$ cat config.mk
export PLATFORM = sky130hd
export DESIGN_NAME = log2_lut_pipe
export DESIGN_NICKNAME = d
export VERILOG_FILES = /design/src/rtl/log2_lut_pipe.sv
export SDC_FILE = /design/constraint.sdc
export NUM_CORES = 1
export LEC_CHECK = 0
export ABC_AREA = 1
export CORE_ASPECT_RATIO = 1.1
export CORE_MARGIN = 2
export CORE_UTILIZATION = 50
export CTS_CLUSTER_DIAMETER = 120
export DETAILED_ROUTE_END_ITERATION = 7
export PLACE_DENSITY = 0.79
export SETUP_SLACK_MARGIN = 0.02
export SYNTH_ARGS = -nofsm -noshare
export SYNTH_HDL_FRONTEND = slang
export SYNTH_SLANG_ARGS = --single-unit
$ cat constraint.sdc
create_clock -name clock -period 1.8 [get_ports clock]
set_input_delay 0.36 -clock clock [delete_from_list [all_inputs] [get_ports clock]]
set_output_delay 0.36 -clock clock [all_outputs]
set_load 0.01 [all_outputs]
$ cat src/rtl/log2_lut_pipe.sv
// Two-stage pipelined log2(1.f) mantissa lookup with valid/ready handshake and sideband tag.
// Optional build macro LOG2_LUT_PIPE_STATS_EN adds saturating accept/stall counters.
module log2_lut_pipe #(
    parameter int unsigned IN  = 8,
    parameter int unsigned OUT = 4,
    parameter int unsigned TAG = 1
) (
    input  logic           clock,
    input  logic           reset,
    input  logic           in_valid,
    output logic           in_ready,
    input  logic [IN-1:0]  in_data,
    input  logic [TAG-1:0] in_tag,
    output logic           out_valid,
    input  logic           out_ready,
    output logic [OUT:0]   out_data,
    output logic [TAG-1:0] out_tag
`ifdef LOG2_LUT_PIPE_STATS_EN
    ,
    output logic [31:0]    stat_accept,
    output logic [31:0]    stat_stall
`endif
);

    localparam int unsigned DEPTH = 2 ** IN;
    localparam int unsigned RW    = OUT + 1;
    // Fixed-point precision of the elaboration-time log2; far above any legal IN/OUT.
    localparam int unsigned FP    = 60;

    // Bit-serial log2 by repeated squaring of y = 1.f; one extra bit is kept for round-half-up.
    function automatic logic [OUT:0] log2_entry(input int unsigned idx);
        logic [127:0] y;
        logic [31:0]  r;
        y = 128'(DEPTH + idx) << (FP - IN);
        r = 32'd0;
        for (int unsigned k = 0; k < RW; k++) begin
            y = (y * y) >> FP;
            r = {r[30:0], 1'b0};
            if (y >= (128'd1 << (FP + 1))) begin
                r[0] = 1'b1;
                y    = y >> 1;
            end
        end
        return RW'((r + 32'd1) >> 1);
    endfunction

    logic [OUT:0] lut [DEPTH];

    for (genvar gi = 0; gi < DEPTH; gi++) begin : g_lut
        localparam logic [OUT:0] ENTRY = log2_entry(gi);
        assign lut[gi] = ENTRY;
    end

    logic           s1_v_q,    s1_v_d;
    logic [IN-1:0]  s1_data_q, s1_data_d;
    logic [TAG-1:0] s1_tag_q,  s1_tag_d;
    logic           s2_v_q,    s2_v_d;
    logic [OUT:0]   s2_data_q, s2_data_d;
    logic [TAG-1:0] s2_tag_q,  s2_tag_d;

    logic s2_adv_c;
    logic in_ready_c;
    logic accept_c;

    // Advance/handshake decisions and next-state of both stages.
    always_comb begin
        s2_adv_c   = s1_v_q && (!s2_v_q || out_ready);
        in_ready_c = !s1_v_q || s2_adv_c;
        accept_c   = in_valid && in_ready_c;

        s1_v_d    = s1_v_q;
        s1_data_d = s1_data_q;
        s1_tag_d  = s1_tag_q;
        s2_v_d    = s2_v_q;
        s2_data_d = s2_data_q;
        s2_tag_d  = s2_tag_q;

        if (accept_c) begin
            s1_v_d    = 1'b1;
            s1_data_d = in_data;
            s1_tag_d  = in_tag;
        end else if (s2_adv_c) begin
            s1_v_d = 1'b0;
        end

        if (s2_adv_c) begin
            s2_v_d    = 1'b1;
            s2_data_d = lut[s1_data_q];
            s2_tag_d  = s1_tag_q;
        end else if (out_ready) begin
            s2_v_d = 1'b0;
        end
    end

    always_ff @(posedge clock or posedge reset) begin
        if (reset) begin
            s1_v_q    <= 1'b0;
            s1_data_q <= '0;
            s1_tag_q  <= '0;
            s2_v_q    <= 1'b0;
            s2_data_q <= '0;
            s2_tag_q  <= '0;
        end else begin
            s1_v_q    <= s1_v_d;
            s1_data_q <= s1_data_d;
            s1_tag_q  <= s1_tag_d;
            s2_v_q    <= s2_v_d;
            s2_data_q <= s2_data_d;
            s2_tag_q  <= s2_tag_d;
        end
    end

    // in_ready is combinational from out_ready by design; out_* come straight from S2 flops.
    assign in_ready  = in_ready_c;
    assign out_valid = s2_v_q;
    assign out_data  = s2_data_q;
    assign out_tag   = s2_tag_q;

`ifdef LOG2_LUT_PIPE_STATS_EN
    logic [31:0] stat_accept_q, stat_accept_d;
    logic [31:0] stat_stall_q,  stat_stall_d;

    // Saturating event counters.
    always_comb begin
        stat_accept_d = stat_accept_q;
        stat_stall_d  = stat_stall_q;
        if (accept_c && (stat_accept_q != 32'hFFFF_FFFF)) begin
            stat_accept_d = stat_accept_q + 32'd1;
        end
        if (s2_v_q && !out_ready && (stat_stall_q != 32'hFFFF_FFFF)) begin
            stat_stall_d = stat_stall_q + 32'd1;
        end
    end

    always_ff @(posedge clock or posedge reset) begin
        if (reset) begin
            stat_accept_q <= 32'd0;
            stat_stall_q  <= 32'd0;
        end else begin
            stat_accept_q <= stat_accept_d;
            stat_stall_q  <= stat_stall_d;
        end
    end

    assign stat_accept = stat_accept_q;
    assign stat_stall  = stat_stall_q;
`endif

endmodule

# Word level (Yosys, flattened, before mapping)
# Memory sizes are Yosys's and may differ from the RTL's. A register that Yosys moved wholly into a read port is not among the register bits.
# Index checks and enable logic that the tools add are counted.
# classes
reduce_logical,8
n_bitwise,1
muxes,4
# ops
operator,count
8-bit NOT with 9-bit output,1
1-bit 2-to-1 mux,4
2-bit nonzero test,2
1-bit logical AND,2
1-bit logical NOT,2
1-bit logical OR,2
# word_totals
out_inout_bits,8
word_cells,19
ff_bits,12
rom_bits,1280
memories,1
input_bits,13
# mem_list
name,words,word_bits,read_ports,rd_ports_with_merged_regs,write_ports,line,source
(name not given),256,5,1,1,0,88,s2_data_d = lut[s1_data_q];

# Depth between registers and ports, before layout
# depth
depth_word,6
mapped_depth,10
ltp_nobuf,9

# Worst setup path after synthesis
# Ideal clock, no wire load.
# synth_timing
kind,register to register
start,"reg s2_v_q, in the netlist out_valid"
end,reg s1_data_q[0]
path_buffers,0
path_stages_with_launch,4
t_arrival_ps,1059
setup_time_ps,128
path_slack_ps,613
synth_period_minus_slack_ps,1187
required_ps,1672
cell_sequence,dfrtp_1 -> nand3_1 -> nand2_2 -> mux2_1
# synth_via
elab_chain_len,5
# synth_rtl
item,line,source
"start, declared",57,"logic s2_v_q, s2_v_d;"
"start signal, assigned",107,s2_v_q <= s2_v_d;
1-bit logical NOT,67,s2_adv_c = s1_v_q && (!s2_v_q || out_ready);
1-bit logical OR,67,
1-bit logical AND,67,
1-bit logical OR,68,in_ready_c = !s1_v_q || s2_adv_c;
net in_ready,11,"output logic in_ready,"
1-bit logical AND,69,accept_c = in_valid && in_ready_c;
"end signal, assigned",105,s1_data_q <= s1_data_d;
"end, declared",55,"logic [IN-1:0] s1_data_q, s1_data_d;"
# The timed path passes the listed nets, and every way through them passes these cells.
# A chain may end at the register's enable or synchronous reset.

# Worst setup path in the final report
# layout_timing
start,in out_ready
end,out in_ready
# layout_via
elab_chain_len,3
# layout_rtl
item,line,source
"start, declared",15,"input logic out_ready,"
1-bit logical OR,67,
1-bit logical AND,67,
1-bit logical OR,68,
"end, declared",11,
# Every way passes these cells.

==> results.ini <==
[logic_synthesis]
yosys.area.top_type=dfrtp_1
async_reset_ff_share_pct=100
synth_nets=141
ys_top_cells_by_area=dfrtp_1 44%, nand2_1 15%, nand3_1 7.3%
yosys_register_bits=17
synth_edf_count=0
synth_common_cells=38 x nand2_1, 17 x dfrtp_1, 15 x nor2_1
synth_ff_type=dfrtp_1
synth_area_sq_um=963
synth_warnings=0
syn_avg_cell_area_sq_um=7.53
synth_top_area_share_pct=44.2
yosysSeqAreaShare_pct=44.2
syn_inst=128
synth_most_common_cell=nand2_1
synthDistinctLibCells=19

[clock_network]
clockBufferDepth=2
cts_tree=yes
cts_buffers=3
cts_setup_buffers=0
clockRootBuffer=clkbuf_4
h-tree-depth=1
clkLatencyLatePin_ps=290
clk_pin_slew_ps=100
numClockSinks=17

[sta]
setup_tns_ps=0
worstMarginPinSlew_ps=331
worst_clock_skew_ps=7.75
setup_viol=0
min_period_over_period_pct=87.9
fmax_mhz=632
report.final.slew_viol_count=0
worst_slack_ps=218
fin_crit_ps=1580
slew_headroom_pct=77.9
final-hold-violation-count=0
rsz0062_at_grt=no

[grt]
track_usage_pct=20.8
first_global_vias=894
grt.met3_usage_pct=2.20
grt_antenna_before_repair=0
met2_usage_pct=34.7
gr-total-overflow=0
grt.busiest_layer=met2
grt_max_degree=18
met1_usage_pct=27.8
grt_pass1_wl_mm=3.62

[critical_path]
cp.arrival_ps=1220
worstPathCellList=clkdlybuf4s50_1, inv_1, nand3_1, dlygate4sd2_1
start_kind=input port
critPathMaxFanout=2
critPathKind=in2out
crit_path_end_kind=output pin
slowest_delay_ps=460
cp_slowest_cell=clkdlybuf4s50_1
cp_top_family=buffers and inverters
cp_num_buf_inv=3
crit_required_ps=1440

[cells_and_area]
fillers=154
drive_gt1_share_pct=15.8
diodes=0
area_delta_synth_final_pct=25.3
layout.cells.non_filler=170
fin_nets=166

[detailed_routing]
vias=917
avgRoutedWirePerCell_um=11.4
drtIter0Drc=29
route.detailed.drc=0
via_per_inst=5.39
firstDrtPassIters=4
drtAntennaViolNets=0
wirelength_mm=1.95

[place]
dp.cells=166
place_ws_ps=-53.0
portBuffers=20
post-dp-hpwl_mm=1.57
gp_congestion=0.893

[power]
power_w=0.00123
power_density_nw_per_um2=1020
leakage_nw=0.598
vdd.ir_drop.worst_mv=0.669

[die]
die_x_um=45.9
core_sq_um=1800
dieHeight_um=50.0
dieArea_sq_um=2290
initial_core_util_pct=53.5
rows=16
num_io_pins=21

[status]
status=finished, final reports clean

[hold_path]
hp-class=in2async

[run]
drv_cap=0

## metrics by stage
stage | instance area, sq um | util (%) | hold slack, ps
floorplan | 963 | - | 286
global placement | 1180 | 65.6 | 466
detailed placement | 1180 | 65.6 | 473
CTS | 1210 | 67.0 | 377
global route | 1210 | 67.0 | 404
finish | 1210 | 67.0 | 374
## cell families (layout without fill, tap and decap cells)
family / count (synthesis) / in the layout / share of synthesized area (%)
flops: 17 / 17 / 44.2
mux: 3 / 3 / 3.51
compound gates: 14 / 14 / 7.92
simple gates: 79 / 79 / 36.9
buf+inv: 15 / 39 / 7.53
## flip-flops by register name, indices dropped and copies added (netlist names)
register	cells
out_valid	1
s1_v_q	1
out_data	5
out_tag	1
s1_data_q	8
s1_tag_q	1
## layout by cell type, fill, tap and decap left out, types with 3 or more instances in the layout
master           instances
nand2_1                 38
clkdlybuf4s50_1         19
dfrtp_1                 17
nor2_1                  15
nand3_1                 14
a21oi_1                  8
inv_1                    7
nand2_2                  6
inv_2                    5
o21ai_1                  3
mux2_1                   3
clkbuf_4                 3
buf_4                    3
## tightest hold or removal path: stages
cell and delay [ps]:
clkdlybuf4s50_1 390, inv_1 50, buf_4 230
## path summary, 6_finish.rpt
check / from / end / slack [ps] / cells past startpoint
max: out_ready / in_ready / 220 / 4
min: reset / out_data[3] / 370 / 3
max reg2reg: s1_data_q[5] / out_data[0] / 450 / 9
min reg2reg: out_data[2] / out_data[2] / 490 / 2
max in group asynchronous: reset / s1_data_q[4] / 1230 / 3
min in group clock: out_data[2] / out_data[2] / 490 / 2
## report_power, final
| part | internal [W] | total [W] | switching [W] |
|---|---|---|---|
| clock network | 0.0000825 | 0.000199 | 0.000117 |
| logic | 0.000233 | 0.000479 | 0.000246 |
| registers | 0.000469 | 0.000553 | 0.0000840 |
| total | 0.000785 | 0.00123 | 0.000447 |
## routing by layer
metal | vias to the layer above | routed length (um)
met5 | - | 0
met4 | 0 | 14
met3 | 2 | 65
met2 | 26 | 1010
met1 | 432 | 852
li1 | 457 | -
## area by class of cell
| type | count | area (sq um) | area share, % |
|---|---|---|---|
| multi-input combinational | 96 | 465 | 38.5 |
| sequential | 17 | 425 | 35.2 |
| timing repair buffer | 23 | 221 | 18.3 |
| inverter | 12 | 45.0 | 3.73 |
| clock buffer | 3 | 22.5 | 1.87 |
| tap | 18 | 22.5 | 1.87 |
| clock inverter | 1 | 5.00 | 0.415 |
## repair_timing
action,4_1_cts,5_1_grt
gates resized for setup,1,0
hold endpoints to repair,0,0
hold buffers,0,0
setup endpoints to repair,1,0
No activity file was read; power rests on OpenSTA's default activity.
